### config.mk
export PLATFORM = sky130hd
export DESIGN_NAME = muldiv_unit_flat
export DESIGN_NICKNAME = d
export VERILOG_FILES = /design/src/rtl/muldiv_if.sv /design/src/rtl/muldiv_unit.sv /design/src/flat_wrapper.sv
export SDC_FILE = /design/constraint.sdc
export NUM_CORES = 2
export LEC_CHECK = 0
export ABC_AREA = 1
export CAP_MARGIN = 25
export CELL_PAD_IN_SITES_DETAIL_PLACEMENT = 1
export CELL_PAD_IN_SITES_GLOBAL_PLACEMENT = 2
export CORE_ASPECT_RATIO = 0.5
export CORE_MARGIN = 2
export CORE_UTILIZATION = 42
export CTS_CLUSTER_SIZE = 24
export DETAILED_ROUTE_END_ITERATION = 10
export MAX_ROUTING_LAYER = met4
export PLACE_DENSITY_LB_ADDON = 0.1
export SLEW_MARGIN = 15
export SYNTH_ARGS = -nofsm -noshare
export SYNTH_HDL_FRONTEND = slang
export SYNTH_SLANG_ARGS = --single-unit
### constraint.sdc
create_clock -name clock -period 14.05 [get_ports clock]
set_input_delay 2.81 -clock clock [delete_from_list [all_inputs] [get_ports clock]]
set_output_delay 2.81 -clock clock [all_outputs]
set_load 0.03 [all_outputs]
### src/rtl/muldiv_if.sv
// Issue/result bundle between decode/execute and the multiply/divide unit.
// The master drives the op request; the slave returns busy, the result pulse and HI/LO.
interface muldiv_if #(
  parameter int XLEN = 32
);
  logic            start;
  logic [5:0]      aluop;
  logic            is_unsigned;
  logic [XLEN-1:0] op_a;
  logic [XLEN-1:0] op_b;
  logic            busy;
  logic [XLEN-1:0] result;
  logic            result_valid;
  logic [XLEN-1:0] hi;
  logic [XLEN-1:0] lo;

  modport master (
    output start, aluop, is_unsigned, op_a, op_b,
    input  busy, result, result_valid, hi, lo
  );

  modport slave (
    input  start, aluop, is_unsigned, op_a, op_b,
    output busy, result, result_valid, hi, lo
  );
endinterface

### src/rtl/muldiv_unit.sv
// Multi-cycle multiply/divide unit holding architectural HI/LO.
// Fixed-latency multiply; 34-cycle radix-2 restoring divide (setup, 32 iterations, fixup).
//
// state | meaning
// IDLE  | accepting ops; MFHI/MFLO answered here in one cycle
// MUL   | counting down MUL_LATENCY busy cycles, product written on the last
// DIV   | cnt 33 = setup, 32..1 = one quotient bit each, 0 = sign fixup/writeback
module muldiv_unit #(
  parameter int XLEN        = 32,
  parameter int MUL_LATENCY = 4
) (
  input  logic     clock,
  input  logic     reset,
  muldiv_if.slave  bus
);
  localparam logic [5:0] MULT_OP       = 6'b000010;
  localparam logic [5:0] DIV_OP        = 6'b000011;
  localparam logic [5:0] MFHI_OP       = 6'b000100;
  localparam logic [5:0] MFLO_OP       = 6'b000101;
  localparam logic [5:0] MUL_PSEUDO_OP = 6'b100010;

  typedef enum logic [1:0] {IDLE, MUL, DIV} state_t;

  state_t          state_q, state_d;
  logic [5:0]      cnt_q, cnt_d;
  logic            busy_q, busy_d;
  logic            valid_q, valid_d;
  logic [XLEN-1:0] result_q, result_d;
  logic [XLEN-1:0] hi_q, hi_d;
  logic [XLEN-1:0] lo_q, lo_d;
  logic [XLEN-1:0] a_q, a_d;
  logic [XLEN-1:0] b_q, b_d;
  logic            uns_q, uns_d;
  logic            pseudo_q, pseudo_d;
  logic [XLEN-1:0] rem_q, rem_d;
  logic [XLEN-1:0] dvd_q, dvd_d;
  logic [XLEN-1:0] dsr_q, dsr_d;
  logic            qneg_q, qneg_d;
  logic            rneg_q, rneg_d;

  logic [2*XLEN-1:0] a_ext, b_ext, prod;
  logic [XLEN:0]     rem_shift, rem_diff;
  logic              a_neg, b_neg;

  // Low 64 bits of a 64x64 product are exact for both signed and unsigned operands.
  always_comb begin
    a_ext = uns_q ? {{XLEN{1'b0}}, a_q} : {{XLEN{a_q[XLEN-1]}}, a_q};
    b_ext = uns_q ? {{XLEN{1'b0}}, b_q} : {{XLEN{b_q[XLEN-1]}}, b_q};
    prod  = a_ext * b_ext;
  end

  always_comb begin
    state_d   = state_q;
    cnt_d     = cnt_q;
    busy_d    = busy_q;
    valid_d   = 1'b0;
    result_d  = result_q;
    hi_d      = hi_q;
    lo_d      = lo_q;
    a_d       = a_q;
    b_d       = b_q;
    uns_d     = uns_q;
    pseudo_d  = pseudo_q;
    rem_d     = rem_q;
    dvd_d     = dvd_q;
    dsr_d     = dsr_q;
    qneg_d    = qneg_q;
    rneg_d    = rneg_q;
    rem_shift = {rem_q, dvd_q[XLEN-1]};
    rem_diff  = rem_shift - {1'b0, dsr_q};
    a_neg     = ~uns_q & a_q[XLEN-1];
    b_neg     = ~uns_q & b_q[XLEN-1];

    unique case (state_q)
      IDLE: begin
        if (bus.start) begin
          unique case (bus.aluop)
            MFHI_OP: begin
              result_d = hi_q;
              valid_d  = 1'b1;
            end
            MFLO_OP: begin
              result_d = lo_q;
              valid_d  = 1'b1;
            end
            MULT_OP, MUL_PSEUDO_OP: begin
              a_d      = bus.op_a;
              b_d      = bus.op_b;
              pseudo_d = (bus.aluop == MUL_PSEUDO_OP);
              uns_d    = (bus.aluop == MULT_OP) & bus.is_unsigned;
              cnt_d    = 6'(MUL_LATENCY - 1);
              busy_d   = 1'b1;
              state_d  = MUL;
            end
            DIV_OP: begin
              a_d     = bus.op_a;
              b_d     = bus.op_b;
              uns_d   = bus.is_unsigned;
              cnt_d   = 6'd33;
              busy_d  = 1'b1;
              state_d = DIV;
            end
            default: ;
          endcase
        end
      end
      MUL: begin
        if (cnt_q == 6'd0) begin
          if (pseudo_q) begin
            result_d = prod[XLEN-1:0];
            valid_d  = 1'b1;
          end else begin
            {hi_d, lo_d} = prod;
          end
          busy_d  = 1'b0;
          state_d = IDLE;
        end else begin
          cnt_d = cnt_q - 6'd1;
        end
      end
      DIV: begin
        if (cnt_q == 6'd33) begin
          dvd_d  = a_neg ? -a_q : a_q;
          dsr_d  = b_neg ? -b_q : b_q;
          rem_d  = '0;
          qneg_d = a_neg ^ b_neg;
          rneg_d = a_neg;
          cnt_d  = cnt_q - 6'd1;
        end else if (cnt_q != 6'd0) begin
          // A clear borrow bit means the shifted remainder covered the divisor.
          if (!rem_diff[XLEN]) begin
            rem_d = rem_diff[XLEN-1:0];
            dvd_d = {dvd_q[XLEN-2:0], 1'b1};
          end else begin
            rem_d = rem_shift[XLEN-1:0];
            dvd_d = {dvd_q[XLEN-2:0], 1'b0};
          end
          cnt_d = cnt_q - 6'd1;
        end else begin
          if (b_q == '0) begin
            lo_d = '1;
            hi_d = a_q;
          end else begin
            lo_d = qneg_q ? -dvd_q : dvd_q;
            hi_d = rneg_q ? -rem_q : rem_q;
          end
          busy_d  = 1'b0;
          state_d = IDLE;
        end
      end
      default: begin
        busy_d  = 1'b0;
        state_d = IDLE;
      end
    endcase
  end

  always_ff @(posedge clock) begin
    if (reset) begin
      state_q  <= IDLE;
      cnt_q    <= '0;
      busy_q   <= 1'b0;
      valid_q  <= 1'b0;
      result_q <= '0;
      hi_q     <= '0;
      lo_q     <= '0;
      a_q      <= '0;
      b_q      <= '0;
      uns_q    <= 1'b0;
      pseudo_q <= 1'b0;
      rem_q    <= '0;
      dvd_q    <= '0;
      dsr_q    <= '0;
      qneg_q   <= 1'b0;
      rneg_q   <= 1'b0;
    end else begin
      state_q  <= state_d;
      cnt_q    <= cnt_d;
      busy_q   <= busy_d;
      valid_q  <= valid_d;
      result_q <= result_d;
      hi_q     <= hi_d;
      lo_q     <= lo_d;
      a_q      <= a_d;
      b_q      <= b_d;
      uns_q    <= uns_d;
      pseudo_q <= pseudo_d;
      rem_q    <= rem_d;
      dvd_q    <= dvd_d;
      dsr_q    <= dsr_d;
      qneg_q   <= qneg_d;
      rneg_q   <= rneg_d;
    end
  end

  assign bus.busy         = busy_q;
  assign bus.result       = result_q;
  assign bus.result_valid = valid_q;
  assign bus.hi           = hi_q;
  assign bus.lo           = lo_q;
endmodule

### src/flat_wrapper.sv
// flat-port wrapper written by rule: the top's interface ports become plain ports
module muldiv_unit_flat 
#(
  parameter int XLEN        = 32,
  parameter int MUL_LATENCY = 4
)
  (clock, reset, bus_start, bus_aluop, bus_is_unsigned, bus_op_a, bus_op_b, bus_busy, bus_result, bus_result_valid, bus_hi, bus_lo);
  muldiv_if #(.XLEN(XLEN)) bus_i ();
  input  logic clock;
  input  logic reset;
  input wire logic [$bits(bus_i.start)-1:0] bus_start;
  input wire logic [$bits(bus_i.aluop)-1:0] bus_aluop;
  input wire logic [$bits(bus_i.is_unsigned)-1:0] bus_is_unsigned;
  input wire logic [$bits(bus_i.op_a)-1:0] bus_op_a;
  input wire logic [$bits(bus_i.op_b)-1:0] bus_op_b;
  output wire logic [$bits(bus_i.busy)-1:0] bus_busy;
  output wire logic [$bits(bus_i.result)-1:0] bus_result;
  output wire logic [$bits(bus_i.result_valid)-1:0] bus_result_valid;
  output wire logic [$bits(bus_i.hi)-1:0] bus_hi;
  output wire logic [$bits(bus_i.lo)-1:0] bus_lo;
  assign bus_i.start = bus_start;
  assign bus_i.aluop = bus_aluop;
  assign bus_i.is_unsigned = bus_is_unsigned;
  assign bus_i.op_a = bus_op_a;
  assign bus_i.op_b = bus_op_b;
  assign bus_busy = bus_i.busy;
  assign bus_result = bus_i.result;
  assign bus_result_valid = bus_i.result_valid;
  assign bus_hi = bus_i.hi;
  assign bus_lo = bus_i.lo;
  muldiv_unit #(.XLEN(XLEN), .MUL_LATENCY(MUL_LATENCY)) u_core (.clock(clock), .reset(reset), .bus(bus_i));
endmodule
==> summary.md <==
| Metric | Value |
|---|---|
| Slowest-stage cell, CP | fa_1 |
| Cell taking the most area after synthesis | fa_1 |
| Avg Cell Area, Syn | 7.631 µm² |
| Total die area | 0.1624 mm² |
| CTS resizes | 0 |
| First-pass GRT wire length | 414.9 mm |
| Vias in the first global route | 60420 |
| Startpoint Class | flip-flop |
| Asr flop ratio synth | 0 |
| Routed WL | 278.1 mm |
| RSZ-0062 raised after global routing | false |
| DRT Pass-1 Iters | 6 |
| Mux share of post-synthesis cell area | 0.004442 |
| Buffer depth of the longest clock path | 3 |
| Final Power | 1.989 mW |
| Crit path max fanout | 30 |
| Cell family contributing the most delay on the critical path | adder cells |
| Total track usage | 0.3593 |
| Critical Path End Type | flip-flop |
| Final setup fails | 0 |
| Synthesized flop and latch total | 270 |
| Initial Util | 0.4229 |
| Leading cell types in the layout, fill and taps excluded | inv_1 (2528), nand2_1 (1807), fa_1 (1420) |
| Fin cells | 10800 |
| Initial antenna violation count | 19 |
| TNS Setup | 0 ns |
| # IOs | 172 |
| Worst path arrival time | 11.46 ns |
| Clock latency on the worst-skew pair | 0.63 ns |
| Worst Path Buf+Inv | 8 |
| Post-Syn Area | 0.06676 mm² |
| TritonCTS Buffers | 27 |
| Hold depth | 2 |
| Synthesized instance count | 8748 |
| Largest cells by area after synthesis | fa_1 (43%), inv_1 (14%), nand2_1 (10%) |
| Fin area | 0.07150 mm² |
| Placed cells | 10740 |
| Max stage delay on crit path | 1.02 ns |
| Fin crit period | 10.99 ns |
| Core Region | 0.1579 mm² |
| Wire length per cell | 25.76 µm |
| Total gr overflow | 0 |
| Post-Route Skew | 0.03981 ns |
| Core Util, Final | 0.4529 |
| Post-Synth Simple-Gate Area | 0.1608 |
| Final Hold Vio Count | 0 |
| Post-synth top area share | 0.4258 |
| Sequential cell area fraction in the yosys report | 0.08097 |
| Vias | 57060 |
| Top_reg_cell synth | dfxtp_1 |
| Placed instance area | 0.07050 mm² |
| WP depth | 28 |
| Share of layout cells above drive strength 1 | 0.03453 |
| Gpl congestion | 1.054 |
| VDD IR max | 0.08883 mV |
| Most common cell after layout, fill and taps aside | inv_1 |
| FILL cells | 19530 |
| Residual DRC | 0 |
| Die height | 285.9 µm |
| Starting DRT DRC Count | 4991 |
| Cell mode on critical path | fa_1 |
| Max-slew violation count | 0 |
| Vias per Instance | 5.286 |
| Dpl hpwl | 234.9 mm |
| Peak Freq | 90.97 MHz |
| Pwr dens | 27.81 mW/mm² |
| Leak Pwr | 40.06 nW |
| Final hold slack | 0.4658 ns |
| MaxCap Viol Count | 0 |
| Hold_buf cts | 0 |
| Postcts setup bufs | 0 |
| Nets | 10510 |
| Port Buffers | 171 |
| Die X | 567.8 µm |
| ANT nets after route | 0 |
| HP Class | reg -> reg |
| Yosys cell types | 60 |
| Setup WS pre-CTS | 3.324 ns |
| Worst-path clk slew | 0.08 ns |
| R2R cell count | 28 |
| Syn. warnings | 0 |
| Slew HR | 0.3034 |
| Largest net degree at the start of global routing | 79 |
| CP Data Required Time | 14.52 ns |
| Final worst slack | 3.057 ns |
| Post-synthesis compound-gate area fraction | 0.07889 |
| Number of flops mapped to enable cells by yosys | 0 |
| Rows | 103 |
| Worst-Margin Slew | 1.035 ns |
| Run status | finished, final reports clean |
| CTS tree | yes |
| Clock sink total | 270 |
| Crit path kind | reg -> reg |
| Adder-cell share of the synthesized area | 0.4916 |
| Net count after synthesis | 10590 |
| XOR/XNOR Fraction of Synth Area | 0.01601 |
| CTS Root Cell | clkbuf_16 |
| Period utilization | 0.7824 |
| Largest family of logic cells by synthesized area | adder cells |
| Area Overhead vs Synth | 7.107% |
| Max H-tree Level | 1 |
==> metal layers <==
layer / GRT usage / vias up / part of all wire
li1: - / 25190 / -
met2: 0.5153 / 1867 / 0.42
met3: 0.06242 / 212 / 0.077
met4: 0.05836 / 0 / 0.018
met1: 0.5351 / 29800 / 0.49
met5: - / - / 0
==> Yosys cell counts (65+ instances only) <==
cell and number:
a21oi_1 468, nor2_1 431, nand3_1 225, buf_1 87, xor2_1 87, o211ai_1 65
clkbuf_1 262, o21ai_0 304, fa_1 1420, inv_1 2529, dfxtp_1 270, nand2_1 1810
ha_1 351
==> final cells by class <==
| cell class | count | area (µm²) | share of cell area |
|---|---|---|---|
| clock buffers | 35 | 775.7 | 0.01085 |
| well taps | 2100 | 2628 | 0.03675 |
| multi-input cells | 5534 | 50240 | 0.7026 |
| inverters | 2545 | 9559 | 0.1337 |
| diodes | 7 | 17.52 | 0.0002450 |
| repair buffers | 291 | 2623 | 0.03668 |
| flip-flops and latches | 270 | 5473 | 0.07654 |
| clock inverters | 14 | 192.7 | 0.002695 |
==> registers in the layout, summed over array words and instances, names as in the netlist, 2 cells and up <==
signal,cells
u_core.a_q,32
u_core.dsr_q,32
u_core.bus.result,32
u_core.dvd_q,32
u_core.bus.hi,32
u_core.state_q,2
u_core.b_q,32
u_core.bus.lo,32
u_core.rem_q,32
u_core.cnt_q,6
==> path summary, 6_finish.rpt <==
| path | slack, ns | startpoint | endpoint |
|---|---|---|---|
| max | 3.06 | u_core.uns_q$_SDFFE_PP0P_ | u_core.bus.hi[14]$_SDFFE_PP0P_ |
| min | 0.47 | u_core.bus.result[23]$_SDFFE_PP0P_ | u_core.bus.result[23]$_SDFFE_PP0P_ |
| max reg2reg | 3.06 | u_core.uns_q$_SDFFE_PP0P_ | u_core.bus.hi[14]$_SDFFE_PP0P_ |
| min reg2reg | 0.47 | u_core.bus.result[23]$_SDFFE_PP0P_ | u_core.bus.result[23]$_SDFFE_PP0P_ |
==> worst register-to-register path, delay by kind of cell (launching register included) <==
kind | cells | cell delay [ns]
AOI/OAI and AO/OA | 4 | 0.65
and+or+nand+nor | 5 | 1.48
DFF | 1 | 0.86
adders and majority gates | 11 | 6.36
buffers and inverters | 8 | 1.48
==> report_power, final <==
part	internal, mW	total (mW)	switching, mW	leakage (nW)
combinational	0.0911	0.342	0.251	37.4
clock	0.466	0.852	0.386	0.482
sequential	0.772	0.794	0.0228	2.20
total	1.33	1.99	0.660	40.1
==> logic make-up (layout without fill, tap and decap cells) <==
group / after synthesis / in the layout
flops: 270 / 270
buf+inv: 2944 / 2885
fa+ha+maj: 1771 / 1771
compound gates: 963 / 963
simple gates: 2649 / 2649
xor+xnor: 122 / 122
other cells: 0 / 7
mux: 29 / 29
Note: power is estimated with default switching activity, not from simulation.
